## config.mk

```make
export PLATFORM = sky130hd
export DESIGN_NAME = sobel_threshold_ctrl
export DESIGN_NICKNAME = d
export VERILOG_FILES = /design/src/rtl/sobel_threshold_ctrl.sv
export SDC_FILE = /design/constraint.sdc
export NUM_CORES = 1
export LEC_CHECK = 0
export CELL_PAD_IN_SITES_DETAIL_PLACEMENT = 0
export CELL_PAD_IN_SITES_GLOBAL_PLACEMENT = 1
export CORE_MARGIN = 3
export CORE_UTILIZATION = 40
export CTS_BUF_LIST = sky130_fd_sc_hd__clkbuf_4
export DETAILED_ROUTE_END_ITERATION = 8
export HOLD_SLACK_MARGIN = 0.12
export PLACE_DENSITY = 0.81
export SYNTH_ARGS = -nofsm -noshare
export SYNTH_HDL_FRONTEND = slang
export SYNTH_SLANG_ARGS = --single-unit
```

## constraint.sdc

```tcl
create_clock -name clk -period 4.35 [get_ports clk]
set_input_delay 0.87 -clock clk [delete_from_list [all_inputs] [get_ports clk]]
set_output_delay 0.87 -clock clk [all_outputs]
set_load 0.02 [all_outputs]
```

## src/rtl/sobel_threshold_ctrl.sv

```systemverilog
// Adaptive gradient threshold for the Sobel edge stage.
// Counts edge pixels per frame and steps the threshold at frame end.
module sobel_threshold_ctrl #(
    parameter int unsigned CNT_W       = 22,
    parameter int unsigned TH_W        = 21,
    parameter int unsigned TH_INIT     = 10000,
    parameter int unsigned TH_MIN      = 1,
    parameter int unsigned TH_MAX      = (1 << 21) - 1,
    parameter int unsigned STEP_FINE   = 256,
    parameter int unsigned STEP_COARSE = 4096
) (
    input  logic             clk,
    input  logic             rst_n,
    input  logic             sobel_vs,
    input  logic             sobel_de,
    input  logic             sobel_data,
    input  logic [CNT_W-1:0] target_lo,
    input  logic [CNT_W-1:0] target_hi,
    input  logic             manual_en,
    input  logic [TH_W-1:0]  manual_th,
    output logic [TH_W-1:0]  threshold,
    output logic [CNT_W-1:0] edge_count,
    output logic             frame_done
);

    typedef enum logic [1:0] {
        S_IDLE,
        S_ACTIVE,
        S_EVAL,
        S_APPLY
    } state_e;

    localparam logic [TH_W:0]   MIN_X    = (TH_W+1)'(TH_MIN);
    localparam logic [TH_W:0]   MAX_X    = (TH_W+1)'(TH_MAX);
    localparam logic [TH_W:0]   FINE_X   = (TH_W+1)'(STEP_FINE);
    localparam logic [TH_W:0]   COARSE_X = (TH_W+1)'(STEP_COARSE);
    localparam logic [TH_W-1:0] MIN_T    = TH_W'(TH_MIN);
    localparam logic [TH_W-1:0] MAX_T    = TH_W'(TH_MAX);
    localparam logic [TH_W-1:0] INIT_T   = TH_W'(TH_INIT);

    state_e           state_q, state_d;
    logic             vs_q;
    logic             rise, fall;
    logic             cnt_clr, cnt_en, th_latch, apply;
    logic [CNT_W-1:0] cnt_q, cnt_d;
    logic [TH_W-1:0]  th_q, th_next_q, th_calc;
    logic [CNT_W-1:0] ec_q;
    logic             fd_q;

    logic [CNT_W:0]   cnt_x, hi2_x;
    logic [TH_W:0]    th_x, man_x, step_up, step_dn, sum_x, floor_x;

    assign rise = sobel_vs & ~vs_q;
    assign fall = ~sobel_vs & vs_q;

    // Frame-valid delay for edge detection; reset high so a frame
    // already running at reset release never looks like a rise.
    always_ff @(posedge clk or negedge rst_n) begin
        if (!rst_n) vs_q <= 1'b1;
        else        vs_q <= sobel_vs;
    end

    // State register.
    always_ff @(posedge clk or negedge rst_n) begin
        if (!rst_n) state_q <= S_IDLE;
        else        state_q <= state_d;
    end

    // Next-state logic; rises outside IDLE are dropped on purpose.
    always_comb begin
        state_d = state_q;
        unique case (state_q)
            S_IDLE:   if (rise) state_d = S_ACTIVE;
            S_ACTIVE: if (fall) state_d = S_EVAL;
            S_EVAL:   state_d = S_APPLY;
            S_APPLY:  state_d = S_IDLE;
            default:  state_d = S_IDLE;
        endcase
    end

    // Per-state control strobes.
    always_comb begin
        cnt_clr  = 1'b0;
        cnt_en   = 1'b0;
        th_latch = 1'b0;
        apply    = 1'b0;
        unique case (state_q)
            S_IDLE:   cnt_clr  = rise;
            S_ACTIVE: cnt_en   = sobel_vs & sobel_de & ~sobel_data;
            S_EVAL:   th_latch = 1'b1;
            S_APPLY:  apply    = 1'b1;
            default:  ;
        endcase
    end

    // Saturating edge counter next value.
    always_comb begin
        cnt_d = cnt_q;
        if (cnt_clr)
            cnt_d = '0;
        else if (cnt_en && (cnt_q != {CNT_W{1'b1}}))
            cnt_d = cnt_q + 1'b1;
    end

    // Edge counter register.
    always_ff @(posedge clk or negedge rst_n) begin
        if (!rst_n) cnt_q <= '0;
        else        cnt_q <= cnt_d;
    end

    // Threshold update rule, evaluated with one extra bit of headroom.
    always_comb begin
        cnt_x   = {1'b0, cnt_q};
        hi2_x   = {target_hi, 1'b0};
        th_x    = {1'b0, th_q};
        man_x   = {1'b0, manual_th};
        step_up = (cnt_x > hi2_x) ? COARSE_X : FINE_X;
        step_dn = (cnt_q < (target_lo >> 1)) ? COARSE_X : FINE_X;
        sum_x   = th_x + step_up;
        floor_x = step_dn + MIN_X;
        th_calc = th_q;
        if (manual_en) begin
            if (man_x < MIN_X)      th_calc = MIN_T;
            else if (man_x > MAX_X) th_calc = MAX_T;
            else                    th_calc = manual_th;
        end else if (cnt_q > target_hi) begin
            if (sum_x > MAX_X) th_calc = MAX_T;
            else               th_calc = sum_x[TH_W-1:0];
        end else if (cnt_q < target_lo) begin
            if (th_x < floor_x) th_calc = MIN_T;
            else                th_calc = th_q - step_dn[TH_W-1:0];
        end
    end

    // Latch the computed threshold in EVAL.
    always_ff @(posedge clk or negedge rst_n) begin
        if (!rst_n)        th_next_q <= INIT_T;
        else if (th_latch) th_next_q <= th_calc;
    end

    // Publish threshold and count together, with a one-cycle strobe.
    always_ff @(posedge clk or negedge rst_n) begin
        if (!rst_n) begin
            th_q <= INIT_T;
            ec_q <= '0;
            fd_q <= 1'b0;
        end else begin
            fd_q <= apply;
            if (apply) begin
                th_q <= th_next_q;
                ec_q <= cnt_q;
            end
        end
    end

    assign threshold  = th_q;
    assign edge_count = ec_q;
    assign frame_done = fd_q;

endmodule

```

==> flow_summary.toml <==
[status]
status = "completed"

[yosys]
yosys_warnings = 0
synth-seq-cells = 90
synth-simple-area-share_pct = 16.7
synth.distinct_cells = 63
synth-adder-area-share_pct = 17.6
synth_top_area_cell = "dfrtp_1"
syn-instance-count = 749
synth_compound_area_share_pct = 16.8
synth_area_mm2 = 0.00683
synth-edff-count = 0
synth_nets = 916
async_flop_share_pct = 100
synth.avg_cell_area_um2 = 9.12
synth_top_area_share_pct = 28.9
synth_area_leaders = "dfrtp_1, ha_1, mux2_2, dfstp_2, o21ai_0"
ys.flop_type = "dfrtp_1"
synth_mux_area_share_pct = 7.20
synth_seq_area_share_pct = 33.2
synth_top_family_by_area = "adder cells"
synthXorXnorAreaFrac_pct = 3.08

[worst_setup_path]
path_cells = "clkdlybuf4s50_1 > inv_1 > ha_1 > a21o_1 > a21o_1 > a21o_1 > a21o_1 > a21o_1 > a221o_1 > a41o_1 > ha_1 > a211o_1 > or3_1 > nor2_1 > xor2_1 > a221oi_2 > o22ai_1"
slowest_delay_ns = 0.45
path_delay_family = "compound AO/OA/AOI/OAI gates"
start_kind = "primary input"
arrival_ns = 4.56
cp.required_ns = 4.71
crit_slowest_cell = "clkdlybuf4s50_1"
end_kind = "flop"
critPathBufInv = 2
criticalPathCategory = "primary input to flop"
critPathMaxFanout = 2
path_common_cell = "a21o_1"

[job]
cap_viol_max_count = 0

[detailed_routing]
drt-total-wl_um = 19400
vias = 6214
drt_first_iter_violations = 362
ant_nets = 0
drc = 0
drtPass1Iterations = 5
via_per_inst = 5.37
avgRoutedWirePerCell_um = 16.8

[grt]
grt_pass1_wl_um = 30600
grt_max_degree = 70
gr-usage-met3_pct = 2.87
antenna_found_initial = 1
grt_pass1_vias = 5902
grtUsageMet2_pct = 32.6
use_met1_pct = 29.8
gr-max-usage-layer = "met2"
track_usage_pct = 20.7
grt-ovfl-total = 0

[clock_tree]
htree_num_levels = 3
hold_buffers = 0
clock_latency_ns = 0.47
cts_root_buffer = "clkbuf_4"
cts_tree = "done"
clkTransAtPathRegs_ns = 0.15
cts.sinks = 90
cts.path.max_buffers = 2
cts_buffers = 9

[floorplan]
num_io_pins = 115
die_w_um = 137
rows = 47
dieArea_mm2 = 0.0187
dieHeight_um = 137
initial_core_util_pct = 41.0
core_mm2 = 0.0166

[timing]
rsz0062_at_grt = "true"
setup_ws_ns = 0.158
skew_ns = 0.0242
fin_hold_ws_ns = 0.489
finalCritPeriodShare_pct = 96.4
setup_viol = 0
max_freq_mhz = 239
slew_violations = 0
fin_crit_ns = 4.19
tightest_slew_ns = 0.933
hold_violations = 0
relSlewSlack_pct = 37.8

[min_path]
hp-class = "flop to flop"

[power_and_ir_drop]
irDropWorstVdd_mv = 0.331
power.density_mw_per_mm2 = 386
power_leakage_nw = 4.38

[layout]
final_layout_size_suffix_gt1_share_pct = 19.2
area_delta_synth_final_pct = 32.3
n_fill_cell = 1544
final_cell_mix = "clkdlybuf4s50_1, ha_1, buf_4"
final_util_pct = 54.3
layout_commonest_cell = "clkdlybuf4s50_1"
multiInputGateArea_mm2 = 0.00430
seq_area_mm2 = 0.00227
finalNetCount = 1098

[place]
finalWeightedCongestion = 0.885
dp_slack_ns = -0.498
port_buffers = 114
dp_hpwl_um = 15000
[state kept, by name (all words and copies together), names as in the netlist]
| register | flops |
|---|---|
| frame_done | 1 |
| vs_q | 1 |
| edge_count | 22 |
| cnt_q | 22 |
| th_next_q | 21 |
| threshold | 21 |
| state_q | 2 |
[cell type report]
cell class	count	area share [%]
flip-flops and latches	90	25.1
multi-input cells	566	47.6
clock inverters	5	0.858
clock buffers	11	0.914
diodes	2	0.0554
inverters	64	2.66
well taps	220	3.05
repair buffers	200	19.8
[final timing paths]
| check | from | endpoint | slack, ns | depth (start not counted) |
|---|---|---|---|---|
| setup reg to reg | cnt_q[1] | th_next_q[20] | 0.59 | 15 |
| hold / removal | th_next_q[10] | threshold[10] | 0.49 | 2 |
| min in group asynchronous | rst_n | threshold[17] | 0.53 | 1 |
| hold reg to reg | th_next_q[10] | threshold[10] | 0.49 | 2 |
| max in group asynchronous | rst_n | th_next_q[4] | 2.93 | 2 |
| setup / recovery | target_lo[2] | th_next_q[20] | 0.16 | 17 |
[cell usage after synthesis, types with 6 or more instances]
library cell / number
ha_1: 96
dfrtp_1: 79
inv_1: 64
nor2_1: 61
o21ai_0: 52
nand2_1: 45
mux2_2: 41
a21oi_1: 38
nand3_1: 25
clkbuf_1: 22
a21o_1: 20
nand4_1: 17
a31oi_1: 15
xor2_1: 15
dfstp_2: 11
or3_1: 11
nor3_1: 10
nor4_1: 9
xnor2_1: 9
a221oi_1: 8
and3_1: 8
nand3b_1: 6
[cells by family (layout without fill, tap and decap cells)]
kind of cell             count (synthesis)  after routing
adder cells (fa/ha/maj)                 96             96
XOR/XNOR                                24             24
multiplexers                            44             44
AO/OA/AOI/OAI                          179            179
buffers and inverters                   93            280
AND/OR/NAND/NOR                        223            223
other                                    0              2
flip-flops                              90             90
[worst min-delay path, delay by kind of cell, from the launching register on]
family,cells,cell delay [ns]
flip-flops,1,0.39
AO/OA/AOI/OAI,1,0.07
AND/OR/NAND/NOR,1,0.04
[stage by stage]
stage          cells  area [µm²]  total power, mW  setup TNS (ns)
2_1_floorplan    749        6830             2.28               0
3_3_place_gp    1136        8730             2.91           -6.83
3_5_place_dp    1136        8730             2.93           -8.54
4_1_cts         1152        8900             3.47               0
5_1_grt         1158        9040             3.73        -0.00587
6_report        1158        9040             3.49               0
[repair_timing]
action / CTS / global route
resized for setup: 1 / 29
setup endpoints to repair: 3 / 21
cloned: 0 / 1
buffers inserted: 0 / 3
pin swaps: 0 / 14
[power breakdown]
| group | internal [mW] | switching, mW |
|---|---|---|
| registers | 1.10 | 0.297 |
| logic | 0.768 | 0.788 |
| clock network | 0.246 | 0.293 |
[routing by layer]
metal | part of all wire, % | wire [µm]
met3 | 5.0 | 963
met5 | 0 | 0
met1 | 49 | 9580
met2 | 44 | 8590
met4 | 1.6 | 310
No activity file was read; power rests on OpenSTA's default activity.
